===== src/rtl/uart_pkg.sv =====
// Shared types and constants for the uart receive-side FIFO.
package uart_pkg;

    localparam int unsigned UART_RX_FIFO_DEPTH = 16;
    localparam int unsigned UART_DATA_W        = 8;

    // One FIFO slot: received byte plus its parity-error flag.
    typedef struct packed {
        logic                   perr;
        logic [UART_DATA_W-1:0] data;
    } uart_rx_entry_t;

    // Receive handshake states.
    typedef enum logic [1:0] {
        RX_IDLE    = 2'd0,
        RX_CAPTURE = 2'd1,
        RX_ACK     = 2'd2
    } uart_rx_state_e;

endpackage


===== src/rtl/uart_rx_sync.sv =====
// Two-flop synchroniser for a single level signal from another clock domain.
module uart_rx_sync (
    input  logic clk_i,
    input  logic rst_ni,
    input  logic d_i,
    output logic q_o
);

    logic meta_q;
    logic sync_q;

    // Two-stage resynchronisation chain.
    always_ff @(posedge clk_i or negedge rst_ni) begin
        if (!rst_ni) begin
            meta_q <= 1'b0;
            sync_q <= 1'b0;
        end else begin
            meta_q <= d_i;
            sync_q <= meta_q;
        end
    end

    assign q_o = sync_q;

endmodule


===== src/rtl/uart_rx_fifo.sv =====
// Receive-side FWFT FIFO between the uart receiver and the Nios.
// Optional build macro: UART_RX_FIFO_DROP_PARITY_ERR_EN discards bytes that
// arrive with a parity error and counts them on parity_drop_cnt.
module uart_rx_fifo
    import uart_pkg::*;
#(
    parameter int unsigned DEPTH  = UART_RX_FIFO_DEPTH,
    parameter int unsigned ADDR_W = $clog2(DEPTH)
) (
    input  logic                   sys_clk,
    input  logic                   reset,
    input  logic                   new_data,
    input  logic [UART_DATA_W-1:0] data_in_nios,
    input  logic                   parity_status,
    output logic                   data_read_nios,
    input  logic                   rd_en,
    output logic [UART_DATA_W-1:0] rd_data,
    output logic                   rd_parity_err,
    output logic                   empty,
    output logic                   full,
    output logic [ADDR_W:0]        count,
    output logic                   overflow,
`ifdef UART_RX_FIFO_DROP_PARITY_ERR_EN
    output logic [7:0]             parity_drop_cnt,
`endif
    input  logic                   clr_overflow
);

    localparam int unsigned PTR_W = ADDR_W + 1;

    localparam logic [1:0] IDLE    = RX_IDLE;
    localparam logic [1:0] CAPTURE = RX_CAPTURE;
    localparam logic [1:0] ACK     = RX_ACK;

    logic             nd_s;
    logic [1:0]       state_q;
    logic [1:0]       state_d;
    logic             ack_q;
    logic             ack_d;
    logic             capture_c;

    logic [PTR_W-1:0] wr_ptr_q;
    logic [PTR_W-1:0] wr_ptr_d;
    logic [PTR_W-1:0] rd_ptr_q;
    logic [PTR_W-1:0] rd_ptr_d;
    logic             overflow_q;
    logic             overflow_d;

    uart_rx_entry_t   mem_q [DEPTH];
    uart_rx_entry_t   entry_c;
    uart_rx_entry_t   head_c;

    logic             push_c;
    logic             pop_c;
    logic             wr_en_c;
    logic             ovf_set_c;

    uart_rx_sync u_sync (
        .clk_i  (sys_clk),
        .rst_ni (reset),
        .d_i    (new_data),
        .q_o    (nd_s)
    );

    // Handshake state and acknowledge registers.
    always_ff @(posedge sys_clk or negedge reset) begin
        if (!reset) begin
            state_q <= IDLE;
            ack_q   <= 1'b0;
        end else begin
            state_q <= state_d;
            ack_q   <= ack_d;
        end
    end

    // Next-state logic; the byte is pushed on the IDLE->CAPTURE edge so the
    // entry lands three edges after new_data rises, CAPTURE then lets the
    // push settle before the acknowledge is raised.
    always_comb begin
        state_d   = state_q;
        capture_c = 1'b0;
        unique case (state_q)
            IDLE: begin
                if (nd_s) begin
                    state_d   = CAPTURE;
                    capture_c = 1'b1;
                end
            end
            CAPTURE: begin
                state_d = ACK;
            end
            ACK: begin
                if (!nd_s) begin
                    state_d = IDLE;
                end
            end
            default: begin
                state_d = IDLE;
            end
        endcase
        ack_d = (state_d == ACK);
    end

    assign data_read_nios = ack_q;

    // Data path is only sampled once nd_s is high, so it is already stable.
    always_comb begin
        entry_c      = '0;
        entry_c.perr = parity_status;
        entry_c.data = data_in_nios;
    end

`ifdef UART_RX_FIFO_DROP_PARITY_ERR_EN
    logic       pdrop_c;
    logic [7:0] pdrop_q;
    logic [7:0] pdrop_d;

    assign push_c  = capture_c & ~parity_status;
    assign pdrop_c = capture_c &  parity_status;

    // Saturating parity-drop counter; a drop in the clearing cycle still counts.
    always_comb begin
        pdrop_d = pdrop_q;
        if (clr_overflow) begin
            pdrop_d = pdrop_c ? 8'd1 : 8'd0;
        end else if (pdrop_c && (pdrop_q != 8'hFF)) begin
            pdrop_d = pdrop_q + 8'd1;
        end
    end

    // Parity-drop counter register.
    always_ff @(posedge sys_clk or negedge reset) begin
        if (!reset) begin
            pdrop_q <= 8'd0;
        end else begin
            pdrop_q <= pdrop_d;
        end
    end

    assign parity_drop_cnt = pdrop_q;
`else
    assign push_c = capture_c;
`endif

    // Occupancy flags decoded from the registered pointers.
    assign empty = (wr_ptr_q == rd_ptr_q);
    assign full  = (wr_ptr_q[ADDR_W-1:0] == rd_ptr_q[ADDR_W-1:0]) &&
                   (wr_ptr_q[ADDR_W] != rd_ptr_q[ADDR_W]);
    assign count = wr_ptr_q - rd_ptr_q;

    // A pop on a full FIFO frees the slot for a same-cycle push.
    assign pop_c     = rd_en & ~empty;
    assign wr_en_c   = push_c & (~full | pop_c);
    assign ovf_set_c = push_c & full & ~pop_c;

    // Pointer and sticky-overflow next state; a new overflow beats the clear.
    always_comb begin
        wr_ptr_d   = wr_ptr_q;
        rd_ptr_d   = rd_ptr_q;
        overflow_d = overflow_q;
        if (wr_en_c) begin
            wr_ptr_d = wr_ptr_q + PTR_W'(1);
        end
        if (pop_c) begin
            rd_ptr_d = rd_ptr_q + PTR_W'(1);
        end
        if (ovf_set_c) begin
            overflow_d = 1'b1;
        end else if (clr_overflow) begin
            overflow_d = 1'b0;
        end
    end

    // Pointer and overflow registers.
    always_ff @(posedge sys_clk or negedge reset) begin
        if (!reset) begin
            wr_ptr_q   <= '0;
            rd_ptr_q   <= '0;
            overflow_q <= 1'b0;
        end else begin
            wr_ptr_q   <= wr_ptr_d;
            rd_ptr_q   <= rd_ptr_d;
            overflow_q <= overflow_d;
        end
    end

    assign overflow = overflow_q;

    // Storage array; intentionally not reset.
    always_ff @(posedge sys_clk) begin
        if (wr_en_c) begin
            mem_q[wr_ptr_q[ADDR_W-1:0]] <= entry_c;
        end
    end

    // First-word-fall-through head, zeroed while empty.
    assign head_c  = mem_q[rd_ptr_q[ADDR_W-1:0]];
    assign rd_data = empty ? '0 : head_c.data;
`ifdef UART_RX_FIFO_DROP_PARITY_ERR_EN
    assign rd_parity_err = 1'b0;
`else
    assign rd_parity_err = empty ? 1'b0 : head_c.perr;
`endif

endmodule

===== config.mk =====
export PLATFORM = sky130hd
export DESIGN_NAME = uart_rx_fifo
export DESIGN_NICKNAME = d
export VERILOG_FILES = /design/src/rtl/uart_pkg.sv /design/src/rtl/uart_rx_sync.sv /design/src/rtl/uart_rx_fifo.sv
export SDC_FILE = /design/constraint.sdc
export NUM_CORES = 1
export LEC_CHECK = 0
export ABC_AREA = 1
export BUFFER_PORTS_ARGS = -buffer_cell sky130_fd_sc_hd__buf_2
export CELL_PAD_IN_SITES_DETAIL_PLACEMENT = 0
export CELL_PAD_IN_SITES_GLOBAL_PLACEMENT = 1
export CORE_UTILIZATION = 40
export CTS_CLUSTER_DIAMETER = 50
export DETAILED_ROUTE_END_ITERATION = 12
export GPL_TIMING_DRIVEN = 0
export PLACE_DENSITY = 0.64
export SYNTH_ARGS = -nofsm -noshare
export SYNTH_HDL_FRONTEND = slang
export SYNTH_HIERARCHICAL = 1
export SYNTH_SLANG_ARGS = --single-unit
export TNS_END_PERCENT = 100

===== constraint.sdc =====
create_clock -name sys_clk -period 6 [get_ports sys_clk]
set_clock_uncertainty 0.05 [all_clocks]
set_input_delay 0.6 -clock sys_clk [delete_from_list [all_inputs] [get_ports sys_clk]]
set_output_delay 0.6 -clock sys_clk [all_outputs]
set_load 0.02 [all_outputs]

==> results <==
- The flow ran to the end, and the final reports show no timing, DRC or antenna violations.
- The portion of netlist area occupied by mux cells is 0.
- In this run the tool buffered the top-level ports with 31 buffer cells.
- For met1 alone, demand over resource in global routing was 0.2589.
- The combined global-route utilization of all metal layers is 0.2076.
- The starting density of the core is 0.4138.
- The die outline area is 0.01856 mm^2.
- The number of levels in the clock H-tree is 4.
- The wire length per cell is 17.54 um.
- The via count of the first global-routing pass is 4775.
- The total inserted antenna cells is 0.
- STA puts the critical path data arrival time at 2.59 ns.
- The maximum VDD drop is 0.2853 mV.
- The number of hold violations in the final report is 0.
- The worst slew margin relative to its limit is 0.3788.
- The pre-antenna-repair detailed-routing pass consisted of 4 iterations.
- Entering global routing, the biggest net connects 17 pins.
- The largest driver fanout on the critical path is 10.
- The post-synthesis compound-gate area fraction is 0.01424.
- For the worst flop-to-flop path, the logic depth is 12.
- The I/O pin count is 32.
- The first global-routing pass estimated 26.96 mm of wire.
- The path type of the worst min-delay path is input pin to asynchronous set/reset pin.
- The clock root buffer is sky130_fd_sc_hd__clkbuf_16.
- Yosys printed 6 warnings.
- The final layout contains routed wiring with a total length of 17.54 mm.
- The initial antenna violation count is 1.
- The count of endpoints failing setup in the final report is 0.
- The post-route setup TNS is 0 ns.
- The count of cell types in the netlist is 27.
- The ratio of final minimum period to clock period is 0.5392.
- The most common cell after layout, fill and taps aside is sky130_fd_sc_hd__nand2_1.
- Of the synthesized area, sequential elements account for 0.6556.
- The residual overflow from global routing is 0.
- Setup slack on the critical path of the routed design comes to 2.765 ns.
- Of the cells placed in the final design, the portion with a size suffix greater than 1 is 0.1239.
- The share of total power dissipated in combinational logic is 0.409.
- For met2 alone, demand over resource in global routing was 0.3466.
- After synthesis, the cell types taking the most area are sky130_fd_sc_hd__edfxtp_1, sky130_fd_sc_hd__nand2_1, sky130_fd_sc_hd__inv_1.
- The endpoint identified for the worst register-to-register timing path is mem_q[4][6]$_DFFE_PP_.
- The most used routing layer is met2.
- The clock passes through at most 2 buffers.
- The minimum clock period after layout is 3.235 ns.
- STA classifies the critical path startpoint as a register.
- Before CTS, the worst setup slack after placement is 2.806 ns.
- The layout-stage area growth over the synthesis result is 14.38%.
- The leading area contributor after synthesis is sky130_fd_sc_hd__edfxtp_1.
- The clock edge transition at the registers on the reported setup and hold paths is 0.06 ns.
- The average cell area after synthesis is 10.11 um^2.
- The later-pin clock latency in the skew report is 0.42 ns.
- The origin of the critical flop-to-flop path is rd_ptr_q[2]$_DFFE_PN0P_.
- Setup repair after global routing left no endpoint under its margin.
- The die height is 136.2 um.
- The met3 track demand over resource is 0.03617.
- In this run the horizontal extent of the chip is 136.2 um.
- The synthesized net count is 737.
- The wire-length estimate of the detail-placed layout is 11.75 mm.
- The number of max-slew violations in the final report came to 0.
- Across all layers, the routed design uses 4681 vias.
- Based on the critical path, the design can be clocked at up to 309.1 MHz.
- The power per standard cell area is 506.6 mW/mm^2.
- Buffers added to address setup during post-CTS repair amount to 0.
- Leaving out fill and tap cells, the most frequent cells in the layout are sky130_fd_sc_hd__nand2_1, sky130_fd_sc_hd__edfxtp_1, sky130_fd_sc_hd__inv_1.
- The share of total power dissipated in the clock network is 0.263.
- Of the total synthesized cell area, the portion taken by XOR and XNOR cells is 0.01441.
- The net switching share of the total power is 0.3992.
- In this run the remaining antenna-violating nets after routing total 0.
- The count of nets after finishing is 787.
- Setup slack on the worst reg-to-reg path comes out at 2.87 ns.
- Counting the buffers created by CTS gives 17.
- The standard-cell row count is 48.
- The transition at the pin with the smallest max-transition slack is 0.9284 ns.
- The area of the core is 0.01742 mm^2.
- The switching power is 1.667 mW.
- The internal cell power is 2.509 mW.
- After synthesis, the largest family of logic cells by area is simple AND/OR/NAND/NOR gates.
- The detailed router finished its first iteration with 351 violations.
- The basic-gate share of the synthesized area counting and, or, nand and nor cells is 0.2179.
- The global placement routability congestion is 0.7839.
- The critical path data required time is 5.35 ns.
- The worst setup path is of the register to primary output kind.
- The detailed-route vias per instance is 4.681.
- The mapped cell area is 0.007207 mm^2.
- The number of synthesized register bits is 160.
- Of the total power, registers draw 0.328.
- The cell count after synthesis came out at 713.
- Across the run, the number of max-cap violations was 0.
- The element type at the critical path end is a primary output.
- The hold buffer count at cts is 0.
- Post-CTS repair changed the size of 0 cells.
- The TritonCTS clock tree is yes.
- The number of sinks on the clock net is 160.
- Of the total synthesized cell area, the portion taken by full adders, half adders and majority gates is 0.01840.
- The detailed-route DRC error count is 0.
- In this run the static leakage power is 3.641 nW.
- The fraction of post-synthesis cell area in the top cell type by area is 0.6000.
==> per-layer routing <==
| metal | vias up | share of wire |
|---|---|---|
| li1 | 2368 | - |
| met1 | 2192 | 0.43 |
| met2 | 95 | 0.50 |
| met3 | 26 | 0.046 |
| met4 | 0 | 0.027 |
| met5 | - | 0 |
==> flip-flops by register name, indices dropped and copies added, names as in the netlist <==
signal / cells
u_sync/q_o: 1
u_sync/meta_q: 1
mem_q: 144
rd_ptr_q: 5
state_q: 2
wr_ptr_q: 5
overflow: 1
data_read_nios: 1
==> worst max-delay path, cell delays in order, from the launching register on <==
cell                       delay, ns
sky130_fd_sc_hd__dfrtp_1        0.41
sky130_fd_sc_hd__inv_1          0.08
sky130_fd_sc_hd__clkbuf_1       0.44
sky130_fd_sc_hd__ha_1           0.40
sky130_fd_sc_hd__nand2_2        0.12
sky130_fd_sc_hd__nor2_4         0.05
sky130_fd_sc_hd__nand2_2        0.10
sky130_fd_sc_hd__inv_2          0.10
sky130_fd_sc_hd__a21oi_1        0.24
sky130_fd_sc_hd__buf_2          0.22
==> cells in the mapped netlist (all sizes together) <==
cell type and count:
inv 116, nand4 1, nand3 79, fa 1
xnor2 3, ha 9, dfrtp 16, xor2 8
clkbuf 9, buf 18, o21ai 5, clkinv 1
nor2 23, nand2 266, edfxtp 144, a21oi 14
==> worst max path at each step <==
stage | to | startpoint | slack, ns | depth (start not counted)
after floorplan | mem_q[0][0]$_DFFE_PP_ | rd_ptr_q[2]$_DFFE_PN0P_ | 3.50 | 12
after global placement | mem_q[10][2]$_DFFE_PP_ | rd_ptr_q[2]$_DFFE_PN0P_ | 2.87 | 12
after detailed placement | mem_q[11][1]$_DFFE_PP_ | rd_ptr_q[2]$_DFFE_PN0P_ | 2.81 | 12
after CTS | rd_data[4] | rd_ptr_q[2]$_DFFE_PN0P_ | 2.70 | 9
after global routing | rd_data[4] | rd_ptr_q[2]$_DFFE_PN0P_ | 2.54 | 9
final | rd_data[4] | rd_ptr_q[2]$_DFFE_PN0P_ | 2.76 | 9
==> layout make-up <==
type / count / area [um^2]
multi-input combinational: 409 / 1909
tap: 225 / 281.5
fill: 1663 / 9174
clock buffer: 18 / 429.2
clock inverter: 13 / 170.2
inverter: 117 / 446.7
buffer: 27 / 126.4
timing repair buffer: 31 / 155.1
sequential: 160 / 4725
==> metrics by stage <==
step	power [mW]	cells	utilization	cell area, um^2	hold slack [ns]
2_1_floorplan	2.543	713	-	7207	0.2544
5_1_grt	4.437	1000	0.4733	8243	0.04912
3_5_place_dp	3.122	969	0.4389	7644	0.2893
6_report	4.176	1000	0.4733	8243	0.04163
4_1_cts	4.225	1000	0.4733	8243	0.02864
3_3_place_gp	3.101	969	0.4389	7644	0.2861
==> power by group through the flow <==
stage,clock network [mW],registers (mW),logic (mW)
3_5_place_dp,0,1.39,1.73
3_3_place_gp,0,1.39,1.71
2_1_floorplan,0,1.38,1.16
4_1_cts,1.12,1.37,1.74
5_1_grt,1.16,1.38,1.90
6_report,1.10,1.37,1.71
==> kinds of logic after synthesis <==
family | count (synthesis)
and+or+nand+nor | 369
DFF | 160
buffers and inverters | 144
AOI/OAI and AO/OA | 19
xor gates and xnor gates | 11
adders and majority gates | 10
Note: power is estimated with default switching activity, not from simulation.
